$ cat src/rtl/vid_pkg.sv
// Shared encodings for the video mode controller: output modes, FSM states
// and the default converter latency.
package vid_pkg;

    localparam logic [1:0] MODE_BYPASS = 2'd0;
    localparam logic [1:0] MODE_YCBCR  = 2'd1;
    localparam logic [1:0] MODE_LUMA   = 2'd2;

    localparam int CONV_LAT_DEF = 3;

    localparam logic [1:0] S_IDLE = 2'd0;
    localparam logic [1:0] S_MEAS = 2'd1;
    localparam logic [1:0] S_LOCK = 2'd2;

    // The unused encoding 3 is folded onto bypass.
    function automatic logic [1:0] map_mode(input logic [1:0] mode);
        return (mode == 2'd3) ? MODE_BYPASS : mode;
    endfunction

endpackage

$ cat src/rtl/vid_geom_meter.sv
// Video timing tracker: frame/line edge detection, pixel/line coordinates,
// geometry measurement and the lock state machine.
module vid_geom_meter
    import vid_pkg::*;
#(
    parameter int   PIX_W  = 12,
    parameter int   LINE_W = 12,
    parameter int   FRM_W  = 16,
    parameter logic VS_POL = 1'b1
) (
    input  logic              pixelclk,
    input  logic              rst_n,
    input  logic              i_vsync,
    input  logic              i_de,
    output logic              o_fs,
    output logic [PIX_W-1:0]  o_x,
    output logic [LINE_W-1:0] o_y,
    output logic [PIX_W-1:0]  o_width,
    output logic [LINE_W-1:0] o_height,
    output logic [FRM_W-1:0]  o_frame_cnt,
    output logic              o_locked,
    output logic              o_lock_err
);

    logic              r_vs_q, r_vs_qq, r_de_q, r_de_qq;
    logic [PIX_W-1:0]  r_x, r_wcand, r_width;
    logic [LINE_W-1:0] r_y, r_height;
    logic [FRM_W-1:0]  r_frame_cnt;
    logic [1:0]        r_state;
    logic              r_have_w, r_mism, r_locked, r_lock_err;

    logic              w_fs, w_le, w_line_bad, w_mism;
    logic [PIX_W-1:0]  w_len;
    logic [LINE_W-1:0] w_lines;

    assign w_fs    = (r_vs_q == VS_POL) && (r_vs_qq != VS_POL);
    assign w_le    = r_de_qq && !r_de_q;
    // r_x holds the last pixel index when the line end is seen
    assign w_len   = r_x + 1'b1;
    assign w_lines = r_y + {{(LINE_W-1){1'b0}}, w_le};

    assign w_line_bad = w_le && ((r_state == S_MEAS) ? (r_have_w && (w_len != r_wcand))
                                                     : (w_len != r_width));
    assign w_mism     = r_mism || w_line_bad;

    always_ff @(posedge pixelclk or negedge rst_n) begin
        if (!rst_n) begin
            r_vs_q      <= 1'b0;
            r_vs_qq     <= 1'b0;
            r_de_q      <= 1'b0;
            r_de_qq     <= 1'b0;
            r_x         <= '0;
            r_y         <= '0;
            r_wcand     <= '0;
            r_width     <= '0;
            r_height    <= '0;
            r_frame_cnt <= '0;
            r_state     <= S_IDLE;
            r_have_w    <= 1'b0;
            r_mism      <= 1'b0;
            r_locked    <= 1'b0;
            r_lock_err  <= 1'b0;
        end else begin
            r_vs_q     <= i_vsync;
            r_vs_qq    <= r_vs_q;
            r_de_q     <= i_de;
            r_de_qq    <= r_de_q;
            r_lock_err <= 1'b0;

            if (w_fs) begin
                r_frame_cnt <= r_frame_cnt + 1'b1;
            end

            if (w_le) begin
                r_x <= '0;
            end else if (r_de_q) begin
                r_x <= r_de_qq ? (r_x + 1'b1) : '0;
            end

            if (w_fs) begin
                r_y <= '0;
            end else if (w_le) begin
                r_y <= r_y + 1'b1;
            end

            case (r_state)
                S_IDLE: begin
                    if (w_fs) begin
                        r_state  <= S_MEAS;
                        r_have_w <= 1'b0;
                        r_mism   <= 1'b0;
                    end
                end
                S_MEAS: begin
                    if (w_fs) begin
                        if ((r_have_w || w_le) && (w_lines != '0) && !w_mism) begin
                            r_width  <= r_have_w ? r_wcand : w_len;
                            r_height <= w_lines;
                            r_locked <= 1'b1;
                            r_state  <= S_LOCK;
                        end
                        r_have_w <= 1'b0;
                        r_mism   <= 1'b0;
                    end else if (w_le) begin
                        if (!r_have_w) begin
                            r_wcand  <= w_len;
                            r_have_w <= 1'b1;
                        end else if (w_line_bad) begin
                            r_mism <= 1'b1;
                        end
                    end
                end
                S_LOCK: begin
                    if (w_fs) begin
                        if (w_mism || (w_lines != r_height)) begin
                            r_locked   <= 1'b0;
                            r_lock_err <= 1'b1;
                            r_state    <= S_MEAS;
                            r_have_w   <= 1'b0;
                        end
                        r_mism <= 1'b0;
                    end else if (w_line_bad) begin
                        r_mism <= 1'b1;
                    end
                end
                default: r_state <= S_IDLE;
            endcase
        end
    end

    assign o_fs        = w_fs;
    assign o_x         = r_x;
    assign o_y         = r_y;
    assign o_width     = r_width;
    assign o_height    = r_height;
    assign o_frame_cnt = r_frame_cnt;
    assign o_locked    = r_locked;
    assign o_lock_err  = r_lock_err;

endmodule

$ cat src/rtl/ycbcr_mode_ctrl.sv
// Frame-level controller for the RGB->YCbCr path: applies mode changes on
// frame starts and delays the mode select to match the converter latency.
module ycbcr_mode_ctrl
    import vid_pkg::*;
#(
    parameter int   CONV_LAT = CONV_LAT_DEF,
    parameter int   PIX_W    = 12,
    parameter int   LINE_W   = 12,
    parameter int   FRM_W    = 16,
    parameter logic VS_POL   = 1'b1
) (
    input  logic              pixelclk,
    input  logic              rst_n,
    input  logic              i_hsync,
    input  logic              i_vsync,
    input  logic              i_de,
    input  logic              cfg_req,
    input  logic [1:0]        cfg_mode,
    output logic              cfg_busy,
    output logic              cfg_ack,
    output logic [1:0]        o_mode,
    output logic [1:0]        o_mode_dly,
    output logic              o_conv_en,
    output logic [PIX_W-1:0]  o_x,
    output logic [LINE_W-1:0] o_y,
    output logic [PIX_W-1:0]  o_width,
    output logic [LINE_W-1:0] o_height,
    output logic [FRM_W-1:0]  o_frame_cnt,
    output logic              o_locked,
    output logic              o_lock_err
);

    logic       w_fs;
    logic       w_hsync_unused;
    logic [1:0] r_mode, r_pend;
    logic       r_busy, r_ack;
    logic [1:0] w_tap [CONV_LAT+1];

    assign w_hsync_unused = i_hsync;

    vid_geom_meter #(
        .PIX_W  (PIX_W),
        .LINE_W (LINE_W),
        .FRM_W  (FRM_W),
        .VS_POL (VS_POL)
    ) u_geom (
        .pixelclk    (pixelclk),
        .rst_n       (rst_n),
        .i_vsync     (i_vsync),
        .i_de        (i_de),
        .o_fs        (w_fs),
        .o_x         (o_x),
        .o_y         (o_y),
        .o_width     (o_width),
        .o_height    (o_height),
        .o_frame_cnt (o_frame_cnt),
        .o_locked    (o_locked),
        .o_lock_err  (o_lock_err)
    );

    // A request landing on the fs cycle is latched after the apply, so it
    // waits for the following frame start.
    always_ff @(posedge pixelclk or negedge rst_n) begin
        if (!rst_n) begin
            r_mode <= MODE_BYPASS;
            r_pend <= MODE_BYPASS;
            r_busy <= 1'b0;
            r_ack  <= 1'b0;
        end else begin
            r_ack <= 1'b0;
            if (w_fs && r_busy) begin
                r_mode <= r_pend;
                r_ack  <= 1'b1;
                r_busy <= 1'b0;
            end
            if (cfg_req) begin
                r_pend <= map_mode(cfg_mode);
                r_busy <= 1'b1;
            end
        end
    end

    assign w_tap[0] = r_mode;

    generate
        for (genvar gi = 0; gi < CONV_LAT; gi++) begin : g_dly
            logic [1:0] r_stage;
            always_ff @(posedge pixelclk or negedge rst_n) begin
                if (!rst_n) begin
                    r_stage <= MODE_BYPASS;
                end else begin
                    r_stage <= w_tap[gi];
                end
            end
            assign w_tap[gi+1] = r_stage;
        end
    endgenerate

    assign o_mode_dly = w_tap[CONV_LAT];
    assign o_mode     = r_mode;
    assign o_conv_en  = (r_mode != MODE_BYPASS);
    assign cfg_busy   = r_busy;
    assign cfg_ack    = r_ack;

endmodule

$ cat config.mk
export PLATFORM = sky130hd
export DESIGN_NAME = ycbcr_mode_ctrl
export DESIGN_NICKNAME = d
export VERILOG_FILES = /design/src/rtl/vid_pkg.sv /design/src/rtl/vid_geom_meter.sv /design/src/rtl/ycbcr_mode_ctrl.sv
export SDC_FILE = /design/constraint.sdc
export NUM_CORES = 1
export LEC_CHECK = 0
export ABC_CLOCK_PERIOD_IN_PS = 10440
export BUFFER_PORTS_ARGS = -buffer_cell sky130_fd_sc_hd__buf_2
export CORE_ASPECT_RATIO = 1.2
export CORE_MARGIN = 1.5
export CORE_UTILIZATION = 40
export CTS_CLUSTER_SIZE = 40
export DETAILED_ROUTE_END_ITERATION = 7
export GPL_TIMING_DRIVEN = 0
export PLACE_DENSITY = 0.66
export SLEW_MARGIN = 20
export SYNTH_ARGS = -nofsm -noshare
export SYNTH_HDL_FRONTEND = slang
export SYNTH_SLANG_ARGS = --single-unit
$ cat constraint.sdc
create_clock -name pixelclk -period 10.44 [get_ports pixelclk]
set_input_delay 0.522 -clock pixelclk [delete_from_list [all_inputs] [get_ports pixelclk]]
set_output_delay 0.522 -clock pixelclk [all_outputs]
set_load 0.03 [all_outputs]
# After elaboration in Yosys (flattened, before gate mapping)
# Cells that the tools add are included.
[word_totals] ff_bits=98 in_bits=8 out_inout_bits=73 word_cells=102
[op_classes] add_sub_neg=4 n_eq_ne=13 n_mux=35 bitwise=2 n_reduce_logical=26
[ops] operator="$mux 12" count=6
[ops] operator="$ne 12x12->1" count=3
[ops] operator="$add 12x1->12 const B" count=2
[ops] operator="$mux 1" count=19
[ops] operator="$add 16x1->16 const B" count=1
[ops] operator="$reduce_and 5->1" count=3
[ops] operator="$add 12x1->12" count=1
[ops] operator="$mux 2" count=6
[ops] operator="$reduce_bool 12->1" count=1
[ops] operator="$reduce_bool 2->1" count=5
[ops] operator="$ne 2x2->1 const B" count=4
[ops] operator="$logic_and 1x1->1" count=7
[ops] operator="$ne 3x2->1 const B" count=2
[ops] operator="$pmux 1 s3" count=2
[ops] operator="$pmux 2 s3" count=1
[ops] operator="$reduce_and 3->1" count=2
[ops] operator="$eq 2x2->1 const B" count=2
[ops] operator="$reduce_and 4->1" count=1
[ops] operator="$logic_or 1x1->1" count=3
[ops] operator="$reduce_bool 3->1" count=1
[ops] operator="$eq 2x1->1 const B" count=1
[ops] operator="$logic_not 1->1" count=2
[ops] operator="$logic_not 2->1" count=1
[ops] operator="$ne 2x1->1 const B" count=1
[ops] operator="2 further kinds" count=3

# Depth between registers and ports, before layout
# Gate-level depths: netlist of run 1.
[depth] word_depth=11 ltp_mapped=15 mapped_depth_nobuf=12

# By module
# A second synthesis of run 1 with hierarchy kept.
[unflattened] hier_cells=554 area_unflattened_um2=5417.7
[by_module_without_submodules] mod="vid_geom_meter" n_inst=1 cells_each=529 area_each_um2=5029.8 seq_area_each_um2=2152.1
[by_module_without_submodules] mod="ycbcr_mode_ctrl" n_inst=1 cells_each=25 area_each_um2=387.9 seq_area_each_um2=300.3

# Worst setup path after synthesis of run 1
# Ideal clock, no wire load.
[synth_timing] kind="register to register" from="register u_geom.r_de_q" to="register u_geom.r_height[0], in the netlist u_geom.o_height[0]" setup_ns=0.127 arrival_time_ns=3.216 required_ns=10.313 slack_ns=7.096 stages_incl_launch_ff=16 path_buffers=3 synth_period_minus_slack_ns=3.344 path_cell_list="dfrtp_1 nand2b_1 clkinv_1 ha_1 ha_1 buf_2 a311o_1 o21ai_0 and3_1 o221a_2 a221oi_1 a21boi_2 and2_1 buf_4 buf_6 mux2_1"
[synth_between] elab_chain_len=7 elab_cells_between_ends=11 classes_between="add/sub: 1; reduce/logical: 10"
[synth_lines] item="start, declared" line="vid_geom_meter.sv:25" source="logic r_vs_q, r_vs_qq, r_de_q, r_de_qq;"
[synth_lines] item="start signal, assigned" line="vid_geom_meter.sv:66" source="r_de_q <= i_de;"
[synth_lines] item="$logic_not 1->1 (*)" line="vid_geom_meter.sv:37" source="assign w_le = r_de_qq && !r_de_q;"
[synth_lines] item="$logic_and 1x1->1 (*)" line="vid_geom_meter.sv:37"
[synth_lines] item="$add 12x1->12 or $logic_and 1x1->1 (tied branches)" line="vid_geom_meter.sv:40, vid_geom_meter.sv:42"
[synth_lines] item="$reduce_bool 12->1 or $logic_or 1x1->1 (tied branches)" line="vid_geom_meter.sv:96, vid_geom_meter.sv:44"
[synth_lines] item="$logic_and 1x1->1 or $logic_not 1->1 (tied branches)" line="vid_geom_meter.sv:96" source="if ((r_have_w || w_le) && (w_lines != '0) && !w_mism) begin"
[synth_lines] item="$logic_and 1x1->1" line="vid_geom_meter.sv:96"
[synth_lines] item="$reduce_and 3->1 (no line)"
[synth_lines] item="end signal, assigned" line="vid_geom_meter.sv:98" source="r_height <= w_lines;"
[synth_lines] item="end, declared" line="vid_geom_meter.sv:27" source="logic [LINE_W-1:0] r_y, r_height;"
# Mark *: on every way between the ends. The rest lies on a longest branch, timed or not.
# A chain may end at the register's enable or synchronous reset.

# Worst setup path in the final report of run 1
[layout_timing] from="register u_geom.r_de_q" to="register u_geom.r_height[1], in the netlist u_geom.o_height[1]"
# Same word-level chain as after synthesis.

==> metrics.txt, run 1 <==
status finished clean; Sinks on Clock Net between 90 and 100; DR vias/cell 5.548; Ant. Diodes 0; post-DP HPWL 10.02 mm; register clock-pin slew on the reported worst setup and hold paths around 0.07 ns; placer congestion estimate around 0.86; PwrDens 220.3 nW/um^2; Crit path required time ~11 ns; Core Box Area 13,410 um^2; Worst Setup Start Kind flop; first-pass GRT wire length around 23 mm; skew final 0.008885 ns; met2 usage 0.3412; post-synthesis async set-or-reset flop share 1.000; VDD IR max 87.69 uV; total CTS buffers 9; global-route met1 utilization 0.2398; I/O Pins 81; cts repair resizes 0; Min Clock Period, post-route just under 4 ns; setup bufs post-CTS 0; HP Class input port to async pin; Tcrit/Tclk final 0.3805; worst-margin pin slew 0.6901 ns; fmax roughly 250 MHz; routed len/inst about 17 um; final core occ 0.4825; syn nets between 500 and 600; die width around 110 um; Setup-failing EPs final 0; Post-Syn Area ~5600 um^2; Avg Inst Size Synth 9.605 um^2; EDFF count, synth 0; critical setup path kind flop to flop; TritonCTS clock tree yes; Via Count between 4,000 and 5,000; Post-Route WL 13.98 mm; die footprint 14,600 um^2; Max Transition Viols Final 0; Setup TNS Final 0 ns; unrepaired setup endpoints after global routing false; Total Routing Usage GR 0.1939; grt peak-use layer met2; fraction of the yosys area taken by sequential cells 0.4417; grt total ovfl 0; final cell count without fillers 842; Leakage around 0.0029 uW; CP Data Arrival Time between 4 and 5 ns; # DRC 0; largest net degree at the start of global routing 65; CTS H-tree lvls 3; Final WS setup about 6.5 ns; Cells after Synth slightly below 600; initial core utilization 0.4140; DR iter-0 viols ~260; vias in the first global route roughly 4,600; CTS root buf clkbuf_16; #FFs+latches synth 98; buffers added on ports 79; Unique masters post-synth 66; # nets final between 600 and 700; Final ANT Viol Nets 0; initial antenna violation count 0; TritonRoute pass-1 iters 8; share of post-route cells with drive strength above 1 0.1958; Die Y around 130 um; M3 GR Usage 0.02437; Clock Latency Late Sink between 0.3 and 0.4 ns; Max-cap violations 0; row cnt 46; Post-Place Cells 826; area grow syn2layout 16.54%; Place WS about 6.5 ns; Bufs on Longest Clock Path 2; Setup crit end kind flop; Synth Warn # 0; Max-slew headroom 0.5281; Most used DFF post-synth dfrtp_1; Hold Buf Count CTS 0; CP max FO 10; final hold viol count 0
==> critical path, cell delays in order (launching register included) <==
cell and delay, ns:
dfrtp_1 0.39, nand2b_1 0.33, clkinv_1 0.33, ha_1 0.37, ha_1 0.23, buf_2 0.19, nor2_1 0.14, o21ai_0 0.10
a2111oi_0 0.57, a221oi_1 0.18, a21boi_2 0.22, and2_1 0.16, buf_4 0.16, buf_6 0.16, mux2_1 0.31
==> routing by layer <==
layer,up-vias,share of wire
met5,-,0
li1,2219,-
met2,156,0.50
met1,2275,0.43
met4,0,0.020
met3,21,0.048
==> Yosys cell counts (all sizes together), types with 3 or more instances <==
cell type  count  area (um^2)
nor3          11        60.06
and4           4        35.03
nor2b          8        50.05
a31oi          3        18.77
nand3         23        132.6
ha             9        112.6
nor4           7        43.79
o21ai         42        210.2
dfrtp         98         2452
a21oi         37        185.2
nand4         16        100.1
and3           9        56.30
a21o           3        22.52
o211ai         3        22.52
and2           6        37.54
nand2b        12        75.07
or2            3        18.77
a2111oi        3        26.28
xnor2         45        394.1
nor2          34        127.6
nand2         55        206.5
mux2i          3        30.03
buf           19        117.6
mux2          17        191.4
clkbuf        18        67.56
inv           16        60.06
xor2          24        210.2
or3            6        42.54
o22ai          3        18.77
==> cells by family (layout without fill, tap and decap cells) <==
family,Yosys count,in the layout,share of synthesized area
AOI/OAI and AO/OA,122,122,0.1382
xor gates and xnor gates,73,73,0.1255
adders and majority gates,9,9,0.02028
buffers and inverters,54,150,0.04485
DFF,98,98,0.4417
muxes,20,20,0.03989
and+or+nand+nor,202,202,0.1895
==> flip-flops by register name, indices dropped and copies added, names as in the netlist, 4 cells and up <==
| register | count |
|---|---|
| u_geom.o_x | 12 |
| g_dly.r_stage | 4 |
| u_geom.o_frame_cnt | 16 |
| u_geom.r_wcand | 12 |
| u_geom.o_y | 12 |
| u_geom.o_width | 12 |
| u_geom.o_height | 12 |
==> area by class of cell <==
type                            count  area [um^2]
Sequential cell                    98         2452
Buffer                             37        185.2
Inverter                           17        63.81
Fill cell                        1277         6940
Clock inverter                      7        53.80
Multi-Input combinational cell    426         2850
Clock buffer                        9        225.2
Tap cell                          168        210.2
Timing Repair Buffer               80        429.2
==> power by group <==
group	switching, uW	internal (uW)
Sequential	97.0	465
Clock	156	163
Combinational	334	210
==> final timing paths <==
check / slack [ns] / start / to / depth (start not counted)
max: 6.47 / u_geom.r_de_q$_DFF_PN0_ / u_geom.o_height[1]$_DFFE_PN0P_ / 14
min reg2reg: 0.35 / g_dly[1].r_stage[1]$_DFF_PN0_ / o_mode_dly[1]$_DFF_PN0_ / 0
max in group asynchronous: 9.75 / rst_n / u_geom.o_height[6]$_DFFE_PN0P_ / 2
max reg2reg: 6.47 / u_geom.r_de_q$_DFF_PN0_ / u_geom.o_height[1]$_DFFE_PN0P_ / 14
min: 0.06 / rst_n / u_geom.o_x[3]$_DFFE_PN0P_ / 1
min in group pixelclk: 0.28 / i_vsync / u_geom.r_vs_q$_DFF_PN0_ / 1
==> placed cells by master, fill, tap and decap left out, types with 16 or more instances in the layout <==
master,synthesis,layout
dfrtp_1,98,98
buf_2,13,91
nand2_1,55,55
xnor2_1,45,45
o21ai_0,42,42
a21oi_1,37,37
nor2_1,34,34
xor2_1,24,24
nand3_1,21,21
clkbuf_1,18,18
inv_1,16,16
nand4_1,16,16
==> through the flow <==
step | area, um^2 | power [uW] | hold WS (ns)
2_1_floorplan | 5552 | 941.7 | 0.2264
3_3_place_gp | 6157 | 1092 | 0.3324
3_5_place_dp | 6191 | 1111 | 0.3355
4_1_cts | 6470 | 1435 | 0.06989
5_1_grt | 6470 | 1510 | 0.08426
6_report | 6470 | 1426 | 0.06026
(Power assumes the default switching activity.)
==> inputs of run 2 (changes only) <==
--- a/config.mk
+++ b/config.mk
@@ -5,7 +5,8 @@
 export SDC_FILE = /design/constraint.sdc
 export NUM_CORES = 1
 export LEC_CHECK = 0
-export ABC_CLOCK_PERIOD_IN_PS = 10440
+export ABC_AREA = 1
+export ABC_CLOCK_PERIOD_IN_PS = 4000
 export BUFFER_PORTS_ARGS = -buffer_cell sky130_fd_sc_hd__buf_2
 export CORE_ASPECT_RATIO = 1.2
 export CORE_MARGIN = 1.5
@@ -13,7 +14,7 @@
 export CTS_CLUSTER_SIZE = 40
 export DETAILED_ROUTE_END_ITERATION = 7
 export GPL_TIMING_DRIVEN = 0
-export PLACE_DENSITY = 0.66
+export PLACE_DENSITY = 0.67
 export SLEW_MARGIN = 20
 export SYNTH_ARGS = -nofsm -noshare
 export SYNTH_HDL_FRONTEND = slang
==> constraint.sdc (replaced) <==
create_clock -name pixelclk -period 4 [get_ports pixelclk]
set_input_delay 0.2 -clock pixelclk [delete_from_list [all_inputs] [get_ports pixelclk]]
set_output_delay 0.2 -clock pixelclk [all_outputs]
set_load 0.03 [all_outputs]
==> run 2 against run 1 <==
Non-clock buffer count fell by 21; critical endpoint is now u_geom.r_state[1]$_DFFE_PN0P_; critical path depth rose by 1; area after synthesis decreased by 4.4%; die area is 4.3% lower; clock power increased to 3.0 times the previous value; largest power group unchanged; synthesized cell count rose by 20%; count of clock-buffer cells in the layout stayed put.
==> metrics.txt, run 2 <==
status finished clean; fraction of the yosys area taken by sequential cells 0.4619 (+0.02020); # DRC 0 (unchanged); area grow syn2layout 18.62%; r2r worst-path depth 15 (+1); R2R Setup Slk 0.86 ns (-5.61 ns); Place WS 0.8615 ns (-5.608 ns); Final ANT Viol Nets 0 (unchanged); post-synthesis async set-or-reset flop share 1.000 (unchanged); worst path cell trace nor2_1 > ha_1 > ha_1 > nand3_1 > nor2_1 > xor2_1 > xor2_1 > nand2_1 > nor2_1 > nand2_1 > nor2_1 > nand4_2 > nand3_1 > nand2_1 > nand2_1; vias in the first global route 4,383 (-5.5%); HP Class input port to flop; Synth top cells by count nand2_1 (221), dfrtp_1 (98), inv_1 (82); grt total ovfl 0 (unchanged); largest net degree at the start of global routing 53 (-18%); critical setup path kind flop to flop; Most used DFF post-synth dfrtp_1; Leakage 0.003333 uW (+13%); Clock power frac 0.320 (+0.096); Worst Setup Start Kind flop; Cells after Synth 696 (+20%); die width 108.2 um (-2.2%); worst hold margin 0.04595 ns (-0.01431 ns); cell family with most CP delay simple AND/OR/NAND/NOR gates; Tcrit/Tclk final 0.7856 (+0.4051); Finished Cell Area 6297 um^2 (-2.7%); CP Buf/Inv Count 0 (-4); Pint 1930 uW (+130%); Max-slew headroom 0.5829 (+0.05480); # nets final 807 (+18%); placer congestion estimate 0.8851 (+3.3%); R2R Path Start u_geom.r_de_q$_DFF_PN0_; TritonCTS clock tree yes; initial antenna violation count 0 (unchanged); Max Transition Viols Final 0 (unchanged); DR iter-0 viols 253 (-1.9%); WP depth 15 (+1); R2R Path End u_geom.r_state[1]$_DFFE_PN0P_; Final WS setup 0.8574 ns (-5.610 ns); cts repair resizes 0 (unchanged); Avg Inst Size Synth 7.628 um^2 (-21%); final hold viol count 0 (unchanged); Min Clock Period, post-route 3.143 ns (-0.8299 ns); Total Routing Usage GR 0.1937 (-0.0002693); buffers added on ports 79 (unchanged); initial core utilization 0.4154 (+0.001393); most frequent cell after synthesis nand2_1; I/O Pins 81 (unchanged); PwrDens 473.2 nW/um^2 (+110%); CTS root buf clkbuf_16; #FFs+latches synth 98 (unchanged); worst-margin pin slew 0.6257 ns (-0.06436 ns); Die Y 129.2 um (-2.2%); skew final 0.006000 ns (-0.002885 ns); fill cell count 1,315 (+3.0%); syn nets 713 (+20%); routed len/inst 13.30 um (-20%); crit path capture u_geom.r_state[1]$_DFFE_PN0P_; EDFF count, synth 0 (unchanged); Setup TNS Final 0 ns (unchanged); area share of the largest cell type after synthesis 0.4619 (+0.02020); Synth area leader dfrtp_1; Post-Route WL 12.75 mm (-8.8%); die footprint 13,970 um^2 (-4.3%); crit path from u_geom.r_de_q$_DFF_PN0_; Post-Syn Area 5309 um^2 (-4.4%); CP max stage cell dfrtp_1; Hold Buf Count CTS 3 (+3); Max-cap violations 0 (unchanged); Via Count 4,706 (+0.75%); register clock-pin slew on the reported worst setup and hold paths 0.07 ns (about the same); Comb pwr share 0.278 (-0.103); Switching Share 0.3524 (-0.05956); first-pass GRT wire length 21.16 mm (-8.2%); sequential power share 0.402 (+0.007); setup bufs post-CTS 0 (unchanged); post-DP HPWL 9.342 mm (-6.8%); Synth area leaders dfrtp_1 (46%), nand2_1 (16%), inv_1 (5.8%); Synth Warn # 0 (unchanged); share of post-route cells with drive strength above 1 0.1610 (-0.03484); Setup-failing EPs final 0 (unchanged); commonest cells after routing, fill and taps aside nand2_1 (221), dfrtp_1 (98), buf_2 (83), inv_1 (82), nor2_1 (58); final cell count without fillers 959 (+14%); Psw 1050 uW (+79%); VDD IR max 239.9 uV (+170%); Sinks on Clock Net 98 (unchanged); CTS H-tree lvls 3 (unchanged); CP Data Arrival Time 3.43 ns (-0.77 ns); CP max FO 8 (-2); Post-Place Cells 940 (+14%); CP peak stage delay 0.43 ns (-0.14 ns); fmax 318.2 MHz (+26%); unrepaired setup endpoints after global routing false; most common cell after layout, fill and taps aside nand2_1; row cnt 45 (-2.2%); TritonRoute pass-1 iters 5 (-3); Bufs on Longest Clock Path 2 (unchanged); Ant. Diodes 0 (unchanged); Setup crit end kind flop; placed cell area 5943 um^2 (-4.0%); Crit path required time 4.28 ns (-6.39 ns); Core Box Area 12,780 um^2 (-4.7%); max reg flops 16 (unchanged); DR vias/cell 4.907 (-12%); total CTS buffers 9 (unchanged); Unique masters post-synth 37 (-44%); Clock Latency Late Sink 0.35 ns (about the same)
==> run 2: cell count changes after synthesis, sizes merged, moves of 12 or more <==
cell    delta
nand2    +173
inv       +72
xnor2     -40
nand3     +36
nor2      +29
a21oi     -25
mux2      -16
buf       -13
nand2b    -12
==> run 2: kinds of logic (layout without fill, tap and decap cells) <==
| kind of cell | count (synthesis) | count (layout) | share of synthesized area |
|---|---|---|---|
| adders and majority gates | 9 | 9 | 0.02121 |
| and+or+nand+nor | 380 | 380 | 0.3118 |
| xor gates and xnor gates | 31 | 31 | 0.05114 |
| AOI/OAI and AO/OA | 74 | 74 | 0.07589 |
| buffers and inverters | 103 | 202 | 0.07589 |
| muxes | 1 | 1 | 0.002121 |
| DFF | 98 | 98 | 0.4619 |
==> run 2: how the worst min path moves through the flow <==
stage / cells past startpoint / startpoint / endpoint / slack [ns]
after global routing: 2 / cfg_mode[0] / r_pend[1]$_DFFE_PN0P_ / 0.04
after detailed placement: 1 / rst_n / u_geom.o_width[8]$_DFFE_PN0P_ / 0.17
after floorplan: 0 / rst_n / cfg_ack$_DFF_PN0_ / -0.1
final: 2 / cfg_mode[0] / r_pend[1]$_DFFE_PN0P_ / 0.05
after CTS: 2 / cfg_mode[0] / r_pend[1]$_DFFE_PN0P_ / 0.04
after global placement: 1 / i_vsync / u_geom.r_vs_q$_DFF_PN0_ / 0.31
==> run 2: cell type report <==
type / instances / area, um^2 / area share
Buffer: 13 / 62.56 / 0.009934
Multi-Input combinational cell: 495 / 2454 / 0.3896
Timing Repair Buffer: 83 / 459.2 / 0.07292
Clock buffer: 9 / 225.2 / 0.03576
Clock inverter: 7 / 98.84 / 0.01570
Tap cell: 164 / 205.2 / 0.03258
Sequential cell: 98 / 2452 / 0.3894
Inverter: 90 / 340.3 / 0.05404
==> run 2: routing by layer <==
metal,routed length [um],global-route usage,up-vias
met1,5750,0.2498,2166
met4,265,0.07740,0
li1,-,-,2408
met3,591,0.02817,19
met5,0,0,-
met2,6143,0.3269,113
==> run 2: power groups by stage <==
| stage | clock [uW] | combinational [uW] | sequential, uW |
|---|---|---|---|
| after floorplan | 0 | 460 | 1340 |
| after global placement | 0 | 825 | 1210 |
| after detailed placement | 0 | 832 | 1220 |
| after CTS | 977 | 839 | 1200 |
| after global routing | 1020 | 932 | 1220 |
| final | 955 | 828 | 1200 |
==> run 2: worst register-to-register path: stages (launching register included) <==
cell and delay [ns]:
dfrtp_1 0.43, nor2_1 0.42, ha_1 0.27, ha_1 0.20, nand3_1 0.16, nor2_1 0.17
xor2_1 0.33, xor2_1 0.19, nand2_1 0.08, nor2_1 0.09, nand2_1 0.06, nor2_1 0.16
nand4_2 0.22, nand3_1 0.18, nand2_1 0.06, nand2_1 0.05
==> run 2: stage by stage <==
stage	total power, uW	util
after detailed placement	2050	0.4650
after CTS	3014	0.4927
after global placement	2039	0.4624
final	2980	0.4927
after global routing	3171	0.4927
after floorplan	1802	-
==> inputs of run 3 (changes only) <==
--- a/config.mk
+++ b/config.mk
@@ -6,7 +6,7 @@
 export NUM_CORES = 1
 export LEC_CHECK = 0
 export ABC_AREA = 1
-export ABC_CLOCK_PERIOD_IN_PS = 4000
+export ABC_CLOCK_PERIOD_IN_PS = 2750
 export BUFFER_PORTS_ARGS = -buffer_cell sky130_fd_sc_hd__buf_2
 export CORE_ASPECT_RATIO = 1.2
 export CORE_MARGIN = 1.5
@@ -14,7 +14,7 @@
 export CTS_CLUSTER_SIZE = 40
 export DETAILED_ROUTE_END_ITERATION = 7
 export GPL_TIMING_DRIVEN = 0
-export PLACE_DENSITY = 0.67
+export PLACE_DENSITY = 0.69
 export SLEW_MARGIN = 20
 export SYNTH_ARGS = -nofsm -noshare
 export SYNTH_HDL_FRONTEND = slang
==> constraint.sdc (replaced) <==
create_clock -name pixelclk -period 2.75 [get_ports pixelclk]
set_input_delay 0.1375 -clock pixelclk [delete_from_list [all_inputs] [get_ports pixelclk]]
set_output_delay 0.1375 -clock pixelclk [all_outputs]
set_load 0.03 [all_outputs]
==> run 3 against run 2 <==
Final area is 4.1% higher; global-route usage is 0.37 points higher; first-iteration DRC count is 17% lower; wire length is 5.4% higher; clock skew is 0.0075 ns higher; hold slack better by 0.026 ns; worst setup slack worse by 0.70 ns; sequential share of layout area is 1.5 points lower; die area stayed put; critical path type unchanged; largest power group unchanged; highest routed layer unchanged.
==> metrics.txt, run 3 (synthesis results as in run 2) <==
status finished clean; grt total ovfl 0 (unchanged); buffers added on ports 79 (unchanged); commonest cells after routing, fill and taps aside nand2_1 (219), dfrtp_1 (95), inv_1 (81), buf_2 (80), nand3_1 (55); TritonRoute pass-1 iters 5 (unchanged); Die Y 129.2 um (unchanged); R2R Path Start u_geom.r_de_qq$_DFF_PN0_; Finished Cell Area 6554 um^2 (+4.1%); placed cell area 5943 um^2 (unchanged); most common cell after layout, fill and taps aside nand2_1; Post-Route WL 13.44 mm (+5.4%); # DRC 0 (unchanged); WHS Endpoint r_pend[0]$_DFFE_PN0P_; Setup crit end kind flop; CTS root buf clkbuf_16; Final ANT Viol Nets 0 (unchanged); routed len/inst 13.90 um (+4.5%); DR vias/cell 4.981 (+1.5%); placer congestion estimate 0.8382 (-5.3%); TritonCTS clock tree yes; I/O Pins 81 (unchanged); vias in the first global route 4,508 (+2.9%); share of post-route cells with drive strength above 1 0.1968 (+0.03576); # nets final 815 (+0.99%); max reg flops 16 (unchanged); row cnt 45 (unchanged); grt peak-use layer met2; Clock Latency Late Sink 0.35 ns (about the same); Post-Place Cells 940 (unchanged); initial core utilization 0.4154 (unchanged); final hold viol count 0 (unchanged); Setup-failing EPs final 0 (unchanged); Bufs on Longest Clock Path 2 (unchanged); HP Class input port to flop; Worst Setup Start Kind flop; critical setup path kind flop to flop; r2r worst-path depth 18 (+3); CP max FO 10 (+2); fmax 386.0 MHz (+21%); CP peak stage delay 0.38 ns (-0.05 ns); worst-margin pin slew 0.6307 ns (+0.004975 ns); Max-cap violations 0 (unchanged); die width 108.2 um (unchanged); hold path cells 4 (+2); VDD IR max 482.3 uV (+100%); Design Power 4511 uW (+51%); PwrDens 688.3 nW/um^2 (+45%); Via Count 4,817 (+2.4%); Max-slew headroom 0.5795 (-0.003316); cell family with most CP delay simple AND/OR/NAND/NOR gates; CP Data Arrival Time 2.83 ns (-0.60 ns); Crit path required time 2.99 ns (-1.29 ns); largest net degree at the start of global routing 58 (+9.4%); Tcrit/Tclk final 0.9420 (+0.1563); final cell count without fillers 967 (+0.83%); global-route met1 utilization 0.2416 (-0.008150); total CTS buffers 9 (unchanged); met2 usage 0.3410 (+0.01415); skew final 0.01350 ns (+0.007503 ns); Sinks on Clock Net 98 (unchanged); R2R Setup Slk 0.16 ns (-0.70 ns); Total Routing Usage GR 0.1973 (+0.003668); Ant. Diodes 0 (unchanged); CP Buf/Inv Count 3 (+3); post-DP HPWL 9.379 mm (+0.40%); first-pass GRT wire length 21.58 mm (+2.0%); initial antenna violation count 0 (unchanged); Min Clock Period, post-route 2.590 ns (-0.5521 ns); CTS H-tree lvls 3 (unchanged); CP max stage cell dfrtp_1; DR iter-0 viols 211 (-17%); register clock-pin slew on the reported worst setup and hold paths 0.07 ns (about the same); Leakage 0.003418 uW (+2.6%); Core Box Area 12,780 um^2 (unchanged); R2R Path End u_geom.o_height[5]$_DFFE_PN0P_; die footprint 13,970 um^2 (unchanged); M3 GR Usage 0.03270 (+0.004527); worst path cell trace inv_1 > nor2_4 > ha_1 > ha_2 > nand3_4 > nor2_4 > nand2_1 > xor2_2 > nor2_1 > nand3_1 > nor2_1 > nor2_1 > nand3_2 > inv_2 > nand2_2 > buf_4 > nand2_1 > nand2_1; Max Transition Viols Final 0 (unchanged); unrepaired setup endpoints after global routing true; area grow syn2layout 23.45%; HP Start cfg_mode[1]
==> run 3: changes by cell type in the layout (fill, tap and decap cells not counted), sizes merged <==
cell / change
buf: +6
bufinv: +1
clkbuf: +1
clkinvlp: -1
dlygate4sd3: +2
inv: -1
==> run 3: how the worst max path moves through the flow <==
| stage | start | to | slack (ns) | cells past startpoint |
|---|---|---|---|---|
| after floorplan | u_geom.r_de_q$_DFF_PN0_ | u_geom.o_height[4]$_DFFE_PN0P_ | 0.15 | 17 |
| after global placement | u_geom.r_de_q$_DFF_PN0_ | u_geom.r_state[1]$_DFFE_PN0P_ | -0.31 | 15 |
| after detailed placement | u_geom.r_de_q$_DFF_PN0_ | u_geom.r_state[1]$_DFFE_PN0P_ | -0.32 | 15 |
| after CTS | u_geom.o_x[0]$_DFFE_PN0P_ | u_geom.o_height[2]$_DFFE_PN0P_ | 0.06 | 22 |
| after global routing | u_geom.o_x[0]$_DFFE_PN0P_ | u_geom.o_height[9]$_DFFE_PN0P_ | -0.08 | 21 |
| final | u_geom.r_de_qq$_DFF_PN0_ | u_geom.o_height[5]$_DFFE_PN0P_ | 0.16 | 18 |
==> run 3: per-layer routing <==
metal,vias up,share of wire
met1,2273,0.43
met2,97,0.51
li1,2426,-
met5,-,0
met3,21,0.037
met4,0,0.021
==> run 3: worst register-to-register path: cells and delay by family, from the launching register on <==
| kind | cells | cell delay, ns |
|---|---|---|
| and+or+nand+nor | 12 | 1.12 |
| adders and majority gates | 2 | 0.41 |
| DFF | 1 | 0.38 |
| buffers and inverters | 3 | 0.37 |
| xor gates and xnor gates | 1 | 0.19 |
==> run 3: report_power, final <==
group          switching [uW]  internal (uW)
registers                 138           1610
clock network             562            918
logic                     852            435
==> run 3: area by class of cell <==
type,count,area [um^2]
multi-input combinational,495,2604
tap,164,205.2
fill,1239,6227
inverter,90,342.8
clock inverter,6,112.6
buffer,12,62.56
sequential,98,2456
timing repair buffer,92,531.8
clock buffer,10,239.0
==> run 3: what timing repair did <==
item	in CTS	in global routing
resized for setup	9	31
endpoints found under the hold margin	45	0
buffers inserted	2	5
endpoints found under the setup margin	29	28
hold buffers	5	0
cloned	0	0
pin swaps	3	3
==> run 3: stage by stage <==
stage	setup TNS, ns	hold WS, ns	utilization	setup WS (ns)
after global routing	-1.298	0.09251	0.5128	-0.08483
after CTS	0	0.06253	0.5004	0.06231
after global placement	-7.227	0.2456	0.4624	-0.3100
after detailed placement	-7.358	0.08697	0.4650	-0.3189
final	0	0.07154	0.5128	0.1595
after floorplan	0	-0.1581	-	0.1530
